$ cat config.mk
export PLATFORM = sky130hd
export DESIGN_NAME = inject_arbiter_flat
export DESIGN_NICKNAME = d
export VERILOG_FILES = /design/src/rtl/inject_arbiter_if.sv /design/src/rtl/inject_arbiter.sv /design/src/flat_wrapper.sv
export SDC_FILE = /design/constraint.sdc
export NUM_CORES = 1
export LEC_CHECK = 0
export BUFFER_PORTS_ARGS = -buffer_cell sky130_fd_sc_hd__buf_2
export CAP_MARGIN = 40
export CORE_UTILIZATION = 42
export CTS_BUF_LIST = sky130_fd_sc_hd__clkbuf_4
export CTS_CLUSTER_SIZE = 8
export DETAILED_ROUTE_END_ITERATION = 8
export GPL_ROUTABILITY_DRIVEN = 0
export GPL_TIMING_DRIVEN = 0
export PLACE_DENSITY_LB_ADDON = 0.08
export SLEW_MARGIN = 10
export SYNTH_ARGS = -nofsm -noshare
export SYNTH_HDL_FRONTEND = slang
export SYNTH_SLANG_ARGS = --single-unit
$ cat constraint.sdc
create_clock -name clk -period 3.7 [get_ports clk]
set_input_delay 0.74 -clock clk [delete_from_list [all_inputs] [get_ports clk]]
set_output_delay 0.74 -clock clk [all_outputs]
set_load 0.01 [all_outputs]
$ cat src/rtl/inject_arbiter_if.sv
// Requester/router handshake bundle for the inject arbiter.
// Master drives flits and credit returns; slave is the arbiter.
interface inject_arbiter_if;
    logic [19:0] req_flit0;
    logic [19:0] req_flit1;
    logic [19:0] req_flit2;
    logic [19:0] req_flit3;
    logic [3:0]  req_valid;
    logic [3:0]  req_ready;
    logic [19:0] dataout;
    logic        out_valid;
    logic        ci;

    modport master (
        output req_flit0, req_flit1, req_flit2, req_flit3, req_valid, ci,
        input  req_ready, dataout, out_valid
    );

    modport slave (
        input  req_flit0, req_flit1, req_flit2, req_flit3, req_valid, ci,
        output req_ready, dataout, out_valid
    );
endinterface

$ cat src/rtl/inject_arbiter.sv
// Four-requester, packet-locking round-robin arbiter feeding a router inject
// port under credit-based flow control, with a sticky protocol error flag.
module inject_arbiter #(
    parameter int unsigned CREDIT_MAX = 4
) (
    input  logic                   clk,
    input  logic                   RST,
    inject_arbiter_if.slave        bus,
    output logic [2:0]             credit_cnt,
    output logic [1:0]             grant_id,
    output logic                   err
);

    typedef enum logic {IDLE, LOCKED} state_t;
    typedef enum logic [1:0] {BODY = 2'b00, HEAD = 2'b01, TAIL = 2'b10, SINGLE = 2'b11} flit_t;

    localparam logic [2:0] CMAX = 3'(CREDIT_MAX);

    state_t      state_q, state_d;
    logic [2:0]  credit_q, credit_d;
    logic [1:0]  grant_id_q, grant_id_d;
    logic        err_q, err_d;
    logic        out_valid_q, out_valid_d;
    logic [19:0] dataout_q, dataout_d;

    logic [19:0] flit [4];
    logic        gnt;
    logic [1:0]  gnt_idx;
    logic [1:0]  cand;
    logic [19:0] gnt_flit;
    flit_t       ftype;
    logic        drop;
    logic        fwd;

    assign flit[0] = bus.req_flit0;
    assign flit[1] = bus.req_flit1;
    assign flit[2] = bus.req_flit2;
    assign flit[3] = bus.req_flit3;

    // grant_id_q doubles as round-robin pointer in IDLE and packet owner in LOCKED
    always_comb begin
        gnt     = 1'b0;
        gnt_idx = grant_id_q;
        cand    = '0;
        if (!RST && credit_q != '0) begin
            if (state_q == LOCKED) begin
                gnt = bus.req_valid[grant_id_q];
            end else begin
                for (int unsigned k = 1; k <= 4; k++) begin
                    cand = grant_id_q + 2'(k);
                    if (!gnt && bus.req_valid[cand]) begin
                        gnt     = 1'b1;
                        gnt_idx = cand;
                    end
                end
            end
        end
    end

    assign gnt_flit      = flit[gnt_idx];
    assign ftype         = flit_t'(gnt_flit[19:18]);
    assign drop          = gnt && state_q == IDLE && (ftype == BODY || ftype == TAIL);
    assign fwd           = gnt && !drop;
    assign bus.req_ready = gnt ? (4'b0001 << gnt_idx) : '0;

    always_comb begin
        state_d     = state_q;
        credit_d    = credit_q;
        grant_id_d  = grant_id_q;
        err_d       = err_q;
        out_valid_d = fwd;
        dataout_d   = fwd ? gnt_flit : dataout_q;

        if (gnt) grant_id_d = gnt_idx;

        if (state_q == IDLE && fwd && ftype == HEAD) state_d = LOCKED;
        if (state_q == LOCKED && gnt && ftype == TAIL) state_d = IDLE;

        if (drop) err_d = 1'b1;
        if (state_q == LOCKED && gnt && (ftype == HEAD || ftype == SINGLE)) err_d = 1'b1;
        if (bus.ci && !fwd && credit_q == CMAX) err_d = 1'b1;

        // A forward and a credit return in the same cycle cancel out
        case ({fwd, bus.ci})
            2'b10:   credit_d = credit_q - 3'd1;
            2'b01:   if (credit_q != CMAX) credit_d = credit_q + 3'd1;
            default: credit_d = credit_q;
        endcase
    end

    always_ff @(posedge clk) begin
        if (RST) begin
            state_q     <= IDLE;
            credit_q    <= CMAX;
            grant_id_q  <= 2'd3;
            err_q       <= 1'b0;
            out_valid_q <= 1'b0;
            dataout_q   <= '0;
        end else begin
            state_q     <= state_d;
            credit_q    <= credit_d;
            grant_id_q  <= grant_id_d;
            err_q       <= err_d;
            out_valid_q <= out_valid_d;
            dataout_q   <= dataout_d;
        end
    end

    assign bus.out_valid = out_valid_q;
    assign bus.dataout   = dataout_q;
    assign credit_cnt    = credit_q;
    assign grant_id      = grant_id_q;
    assign err           = err_q;

endmodule

$ cat src/flat_wrapper.sv
// flat-port wrapper written by rule: the top's interface ports become plain ports
module inject_arbiter_flat 
#(
    parameter int unsigned CREDIT_MAX = 4
)
  (clk, RST, credit_cnt, grant_id, err, bus_req_flit0, bus_req_flit1, bus_req_flit2, bus_req_flit3, bus_req_valid, bus_ci, bus_req_ready, bus_dataout, bus_out_valid);
  inject_arbiter_if bus_i ();
  input  logic clk;
  input  logic RST;
  output logic [2:0] credit_cnt;
  output logic [1:0] grant_id;
  output logic err;
  input wire logic [$bits(bus_i.req_flit0)-1:0] bus_req_flit0;
  input wire logic [$bits(bus_i.req_flit1)-1:0] bus_req_flit1;
  input wire logic [$bits(bus_i.req_flit2)-1:0] bus_req_flit2;
  input wire logic [$bits(bus_i.req_flit3)-1:0] bus_req_flit3;
  input wire logic [$bits(bus_i.req_valid)-1:0] bus_req_valid;
  input wire logic [$bits(bus_i.ci)-1:0] bus_ci;
  output wire logic [$bits(bus_i.req_ready)-1:0] bus_req_ready;
  output wire logic [$bits(bus_i.dataout)-1:0] bus_dataout;
  output wire logic [$bits(bus_i.out_valid)-1:0] bus_out_valid;
  assign bus_i.req_flit0 = bus_req_flit0;
  assign bus_i.req_flit1 = bus_req_flit1;
  assign bus_i.req_flit2 = bus_req_flit2;
  assign bus_i.req_flit3 = bus_req_flit3;
  assign bus_i.req_valid = bus_req_valid;
  assign bus_i.ci = bus_ci;
  assign bus_req_ready = bus_i.req_ready;
  assign bus_dataout = bus_i.dataout;
  assign bus_out_valid = bus_i.out_valid;
  inject_arbiter #(.CREDIT_MAX(CREDIT_MAX)) u_core (.clk(clk), .RST(RST), .bus(bus_i), .credit_cnt(credit_cnt), .grant_id(grant_id), .err(err));
endmodule
==> results.cfg, run 1 <==
[yosys]
synth-simple-area-share_pct = 18.2
syn_area_um2 = 2250
yosys_warnings = 0
synth-seq-area-share_pct = 25.0
synth-compound-area-share_pct = 12.5
synth_ff_type = dfxtp_1
synth_nets = 337
syn_inst = 249
synth_fa_ha_area_share_pct = 0.891
synth-edff-count = 0
synth_xor_area_share_pct = 0.390
synth_top_family_by_area = multiplexers
synth_seq_cells = 28
syn_avg_cell_area_um2 = 9.02
synth.mux.area_fraction_pct = 37.3
yosysUniqueCellTypes = 48
async_flop_share_pct = 0

[die]
dieArea_um2 = 5640
rows = 26
die_h_um = 75.1
io-pin-count = 118
die-width_um = 75.1
core_um2 = 5140
start_util_pct = 43.7

[critical_path]
crit_chain = buf_2 > or3b_1 > o21ai_1 > nor2_1 > o21ba_2 > clkbuf_1 > clkbuf_2 > nand2b_1 > nor2_1 > buf_2
rr_endpoint = u_core.credit_cnt[2]
r2r-start = u_core.grant_id[1]
worstSetupEndpointType = output port
cp_top_family = simple AND/OR/NAND/NOR gates
crit_path_start_kind = input port
path_buf_inv = 4
worst_r2r_path_depth = 15
critPathMaxStageDelay_ns = 0.42
path_class = in2out
rrSetupSlack_ns = 0.24
cp_max_fo = 10
arrival_ns = 2.83
required_ns = 2.96
critPathSlowestCell = or3b_1

[layout]
stdcell_area_um2 = 3010
n_antenna_cell = 0
drive_gt1_share_pct = 41.3
nets = 457
stdcell_count = 438
syn2layout_area_growth_pct = 34.2
mostFrequentLayoutCells = 123 x buf_2, 78 x mux2i_1, 32 x nor2_1
layout_commonest_cell = buf_2

[pwr]
switching_power_uw = 964
switching_share_pct = 43.9
power_density_nw_per_um2 = 729
seq_power_share_pct = 23.0
peakVddDrop_uv = 374
p_int_uw = 1230
p_leak_uw = 0.00161
p_clk_share_pct = 9.7
combPwrFrac_pct = 67.3

[placed_design]
port_buffers = 115
dpl_worst_slack_ns = -0.491
placed_cells = 434
placed_cell_area_um2 = 2910
dp_hpwl_um = 4630

[global_routing]
grt_pass1_vias = 2026
track_usage_pct = 20.7
grt_max_degree = 17
grt_pass1_wl_um = 9030
antenna_found_initial = 0
gr-total-overflow = 0

[min_path]
hold-path-cell-count = 1
hp-class = reg2reg
holdPathEnd = u_core.err
worstHoldStart = u_core.err

[routing]
antenna_left = 0
wl_um = 6070
via_per_inst = 5.21
drt_pass1_iterations = 4
drt_iter0_markers = 81
vias = 2280
wire_per_inst_um = 13.9
route.detailed.drc = 0

[clock_tree]
cts.htree.levels = 1
numClockSinks = 28
cts_buffers = 3
cts_hold_buf = 0
cts_tree = built
cts_buffer_depth = 2
clk_latency_ns = 0.35
clk_pin_slew_ns = 0.17
cts-root-buf = clkbuf_4

[sta]
setup_viol = 0
rsz0062_at_grt = true
worst_slew_pin_slew_ns = 0.533
finalMaxSlewViolations = 0
fin_ws_ns = 0.133
clock_skew_ns = 0.0109
finalHoldViolCount = 0
period_needed_ns = 3.57
slew_headroom_pct = 64.5
fmax_ghz = 0.280
post-route-period-util_pct = 96.4

[status]
outcome = finished clean

[run]
cap_violations = 0
## what timing repair did
| action | in CTS | in global routing |
|---|---|---|
| gates cloned | 0 | 0 |
| setup endpoints to repair | 5 | 5 |
| resized for setup | 2 | 13 |
| pin swaps | 0 | 0 |
| setup buffers | 0 | 0 |
## cell families (layout without fill, tap and decap cells)
kind of cell / count (synthesis) / after routing
mux: 82 / 82
simple gates: 79 / 79
compound gates: 32 / 32
flops: 28 / 28
buf+inv: 26 / 145
fa+ha+maj: 1 / 1
xor+xnor: 1 / 1
## final cells by class
class,instances,area (µm²)
fill,522,2130
multi-input combinational,195,1600
buffer,18,104
clock inverter,1,30.0
inverter,8,30.0
sequential,28,562
tap,70,87.6
timing repair buffer,115,576
clock buffer,3,22.5
## power groups by stage
| stage | combinational (µW) | clock [µW] | sequential [µW] |
|---|---|---|---|
| finish | 1480 | 213 | 506 |
| global route | 1620 | 227 | 523 |
| CTS | 1460 | 220 | 505 |
| detailed placement | 1450 | 0 | 511 |
| global placement | 1450 | 0 | 507 |
| floorplan | 1020 | 0 | 565 |
## how the worst max path moves through the flow
stage | cells past startpoint | start | end
floorplan | 15 | bus_req_valid[3] | u_core.credit_cnt[2]
global placement | 15 | RST | u_core.credit_cnt[2]
detailed placement | 15 | RST | u_core.credit_cnt[2]
CTS | 9 | u_core.grant_id[0] | bus_req_ready[1]
global route | 15 | bus_req_valid[3] | u_core.credit_cnt[2]
finish | 10 | bus_req_valid[1] | bus_req_ready[0]
## routing by layer
| metal | vias up | routed length (µm) | GRT usage, % | share of wire [%] |
|---|---|---|---|---|
| met2 | 82 | 2960 | 36.1 | 49 |
| met5 | - | 0 | 0 | 0 |
| li1 | 1149 | - | - | - |
| met4 | 0 | 27 | 5.03 | 0.44 |
| met3 | 2 | 408 | 2.68 | 6.7 |
| met1 | 1047 | 2670 | 27.0 | 44 |
## Yosys cell counts (3+ instances only)
master	number	area, µm²
a21oi_1	4	20.0
a211oi_1	3	22.5
buf_6	3	33.8
nor3b_1	4	30.0
nand3_1	8	40.0
o21ai_0	3	15.0
buf_2	8	40.0
mux2_2	3	33.8
nor2_1	32	120
dfxtp_1	28	561
nand2_1	8	30.0
nor3_1	7	35.0
inv_1	8	30.0
mux2i_1	78	781
clkbuf_1	7	26.3
o31ai_1	3	22.5
## metrics by stage
stage                     hold WS [ns]  TNS [ns]  total power (µW)  utilization [%]
after floorplan                  0.493         0              1580                -
after global placement           0.466    -0.803              1950             56.6
after detailed placement         0.466    -0.731              1960             56.6
after CTS                        0.506         0              2180             57.8
after global routing             0.531   -0.0333              2370             58.6
final                            0.500         0              2200             58.6
## registers in the layout, summed over array words and instances (netlist names)
signal	count
u_core.bus.dataout	20
u_core.bus.out_valid	1
u_core.credit_cnt	3
u_core.err	1
u_core.grant_id	2
u_core.state_q	1
Note: power is estimated with default switching activity, not from simulation.
==> run 2: changes to the inputs <==
- PLACE_DENSITY: unset -> 0.78
- PLACE_DENSITY_LB_ADDON: 0.08 -> unset
==> results.cfg, run 2 (synthesized netlist as in run 1, its figures left out) <==
[status]
outcome = finished clean

[layout]
multi_input_area_um2 = 1620
nets = 457
stdcell_count = 438
final_util_pct = 58.3
seq_area_um2 = 561
fillers = 509
syn2layout_area_growth_pct = 33.5
largest_reg_flops = 20
mostFrequentLayoutCells = 124 x buf_2, 78 x mux2i_1, 32 x nor2_1
layout_commonest_cell = buf_2
n_antenna_cell = 0
drive_gt1_share_pct = 41.3

[placed_design]
placed_cells = 434
port_buffers = 115
dpl_worst_slack_ns = -0.425
dp_hpwl_um = 4710

[sta]
post-route-period-util_pct = 95.8
finalHoldViolCount = 0
clock_skew_ns = 0.00940
period_needed_ns = 3.55
rsz0062_at_grt = true
worst_slew_pin_slew_ns = 0.633
fmax_ghz = 0.282
slew_headroom_pct = 57.7
finalMaxSlewViolations = 0
fin_ws_ns = 0.154
setup_viol = 0
fin_tns_setup_ns = 0

[clock_tree]
cts_buffers = 3
cts_tree = built
cts.htree.levels = 1
cts_hold_buf = 0
cts-resized-gates = 3
numClockSinks = 28
cts_setup_buffers = 0
cts-root-buf = clkbuf_4
clk_latency_ns = 0.32
cts_buffer_depth = 2
clk_pin_slew_ns = 0.14

[die]
core_um2 = 5140
start_util_pct = 43.7
die-width_um = 75.1
io-pin-count = 118
dieArea_um2 = 5640
die_h_um = 75.1
rows = 26

[routing]
vias = 2258
wire_per_inst_um = 13.4
met3_wirelength_um = 313
drt_pass1_iterations = 4
drt_iter0_markers = 117
top_layer_used = met4
via_per_inst = 5.16
wl_met2_um = 2860
wl_um = 5880
wirelength_met1_um = 2680
antenna_left = 0
route.detailed.drc = 0

[critical_path]
path_class = in2reg
cp_max_fo = 9
required_ns = 3.92
worstSetupEndpointType = flop
arrival_ns = 3.76
crit_path_start_kind = input port

[global_routing]
grt_pass1_wl_um = 8590
grt_pass1_vias = 1907
antenna_found_initial = 0
grt_max_degree = 16
gr-total-overflow = 0
track_usage_pct = 19.6

[pwr]
power_density_nw_per_um2 = 709
p_leak_uw = 0.00159
peakVddDrop_uv = 387

[run]
cap_violations = 0

[min_path]
hp-class = reg2reg
==> run 2: cell types whose count changed in the layout (fill, tap and decap cells not counted), sizes merged <==
| cell | delta |
|---|---|
| buf | +1 |
| bufinv | -1 |
| clkbuf | -1 |
| clkinv | +1 |
==> run 2: worst max-delay path: stages <==
cell      delay, ns
buf_2          0.15
mux2_2         0.29
nor4b_4        0.27
o21ai_1        0.15
a21bo_1        0.26
and2_1         0.18
buf_6          0.14
a31o_2         0.27
o21ai_1        0.17
fa_2           0.26
nand2_1        0.07
or2_2          0.28
o32a_1         0.18
o22ai_1        0.18
a211oi_2       0.06
mux2i_1        0.12
==> run 2: cell type report <==
type / count / share of cell area [%]
multi-input cells: 195 / 53.9
well taps: 70 / 2.92
repair buffers: 115 / 19.2
flip-flops and latches: 28 / 18.7
clock inverters: 1 / 0.125
clock buffers: 3 / 0.751
plain buffers: 18 / 3.46
inverters: 8 / 1.00
==> run 2: path summary, 6_finish.rpt <==
path | slack (ns) | end | depth (start not counted) | from
worst max register to register | 0.22 | u_core.credit_cnt[2] | 15 | u_core.grant_id[0]
worst min register to register | 0.50 | u_core.err | 1 | u_core.err
worst min-delay path | 0.50 | u_core.err | 1 | u_core.err
worst max-delay path | 0.15 | u_core.credit_cnt[2] | 16 | bus_req_valid[3]
==> run 2: metal layers <==
metal / vias up / GRT usage [%]
li1: 1146 / -
met1: 1041 / 25.7
met2: 69 / 33.6
met3: 2 / 3.48
met4: 0 / 3.98
met5: - / 0
==> run 2: through the flow <==
stage | instance area (µm²) | hold WS [ns] | power, µW
3_5_place_dp | 2910 | 0.474 | 1960
3_3_place_gp | 2910 | 0.467 | 1930
4_1_cts | 2940 | 0.510 | 2100
6_report | 3000 | 0.500 | 2130
2_1_floorplan | 2250 | 0.493 | 1580
5_1_grt | 3000 | 0.520 | 2280
==> run 2: report_power, final <==
part           internal (µW)  leakage (µW)  switching [µW]
Combinational            701       0.00135             790
Clock                   39.5     0.0000154            86.9
Sequential               427      0.000231            82.2
Total                   1170       0.00159             959
==> run 3: changes to the inputs <==
- REMOVE_ABC_BUFFERS: unset -> 1
==> results.cfg, run 3 (synthesized netlist as in run 1, its figures left out) <==
[layout]
mostFrequentLayoutCells = 116 x buf_2, 78 x mux2i_1, 32 x nor2_1
syn2layout_area_growth_pct = 32.5
nets = 447
n_antenna_cell = 0
layout_commonest_cell = buf_2
drive_gt1_share_pct = 40.8
stdcell_count = 428
largest_reg_flops = 20
fillers = 497

[die]
rows = 26
die_h_um = 75.1
dieArea_um2 = 5640
core_um2 = 5140
io-pin-count = 118
start_util_pct = 43.7
die-width_um = 75.1

[clock_tree]
numClockSinks = 28
cts.htree.levels = 1
cts_tree = built
cts_buffer_depth = 2
clk_pin_slew_ns = 0.15
cts-root-buf = clkbuf_4
cts_hold_buf = 0
clk_latency_ns = 0.32
cts_buffers = 3

[status]
outcome = finished clean

[critical_path]
rrSetupSlack_ns = 0.16
critPathMaxStageDelay_ns = 0.52
worst-path-stages = 13
arrival_ns = 3.79
cp_max_fo = 9
worstSetupEndpointType = flop
worst_r2r_path_depth = 13
path_class = in2reg
path_buf_inv = 1
crit_path_start_kind = input port
required_ns = 3.93
critPathSlowestCell = mux4_2
cp_common_cell = mux2i_1
cp_top_family = compound AO/OA/AOI/OAI gates
crit_chain = buf_2 > mux4_2 > o21ai_1 > o2111ai_2 > a221oi_2 > a31o_2 > o21ai_0 > fa_1 > nor3b_1 > nand4_1 > mux2i_1 > a211oi_2 > mux2i_1

[pwr]
p_clk_share_pct = 6.1
seq_power_share_pct = 24.9
p_int_uw = 1170
combPwrFrac_pct = 69.0
switching_power_uw = 942
p_leak_uw = 0.00157
power_density_nw_per_um2 = 710
peakVddDrop_uv = 299
switching_share_pct = 44.6

[placed_design]
port_buffers = 117
dpl_worst_slack_ns = -0.593
placed_cells = 420
dp_hpwl_um = 4210

[routing]
drt_pass1_iterations = 4
wl_um = 5610
wire_per_inst_um = 13.1
antenna_left = 0
via_per_inst = 5.28
drt_iter0_markers = 123
route.detailed.drc = 0
vias = 2259

[sta]
setup_viol = 0
period_needed_ns = 3.56
fin_tns_setup_ns = 0
worst_slew_pin_slew_ns = 0.838
rsz0062_at_grt = true
fin_ws_ns = 0.142
clock_skew_ns = 0.00326
finalHoldViolCount = 0
finalMaxSlewViolations = 0
fmax_ghz = 0.281
post-route-period-util_pct = 96.2
slew_headroom_pct = 44.1

[min_path]
hp-class = reg2reg
hold-path-cell-count = 2

[global_routing]
gr-total-overflow = 0
grt_pass1_wl_um = 8270
grt_max_degree = 30
track_usage_pct = 19.1
grt_pass1_vias = 1816
antenna_found_initial = 0

[run]
cap_violations = 0
[run 3: final timing paths]
kind                           from                endpoint
min          u_core.bus.dataout[15]  u_core.bus.dataout[15]
max reg2reg      u_core.grant_id[0]    u_core.credit_cnt[2]
min reg2reg  u_core.bus.dataout[15]  u_core.bus.dataout[15]
max                bus_req_valid[1]    u_core.credit_cnt[2]
[run 3: timing repair]
item                                    4_1_cts  5_1_grt
cloned                                        1        0
endpoints found under the setup margin        3       15
pin swaps                                     2        1
resized for setup                             4        9
buffers inserted                              3        0
[run 3: cell type report]
cell class              instances  area (µm²)  area share [%]
clock buffers                   3        22.5           0.757
flip-flops and latches         28         564            19.0
multi-input cells             196        1620            54.4
well taps                      70        87.6            2.94
repair buffers                122         649            21.8
clock inverters                 1        3.75           0.126
inverters                       8        30.0            1.01
[run 3: tightest hold or removal path: stages, from the launching register on]
cell	delay [ns]
dfxtp_1	0.35
mux2i_1	0.06
nor2_1	0.07
[run 3: metal layers]
layer / global-route usage, % / routed length [µm]
met1: 25.2 / 2500
met2: 32.7 / 2780
met3: 3.08 / 296
met4: 4.61 / 29
met5: 0 / 0
[run 3: metrics by stage]
step	hold WS [ns]	area, µm²	power, µW	utilization, %
after floorplan	0.487	2150	1520	-
after global placement	0.466	2820	1860	54.8
after detailed placement	0.478	2860	1910	55.6
after CTS	0.514	2930	2100	57.0
after global routing	0.536	2980	2270	57.9
final	0.508	2980	2110	57.9
[run 3: power groups by stage]
stage	registers, µW	logic, µW	clock network (µW)
floorplan	574	947	0
detailed placement	526	1390	0
global route	543	1580	145
CTS	522	1440	136
finish	527	1460	129
global placement	523	1340	0
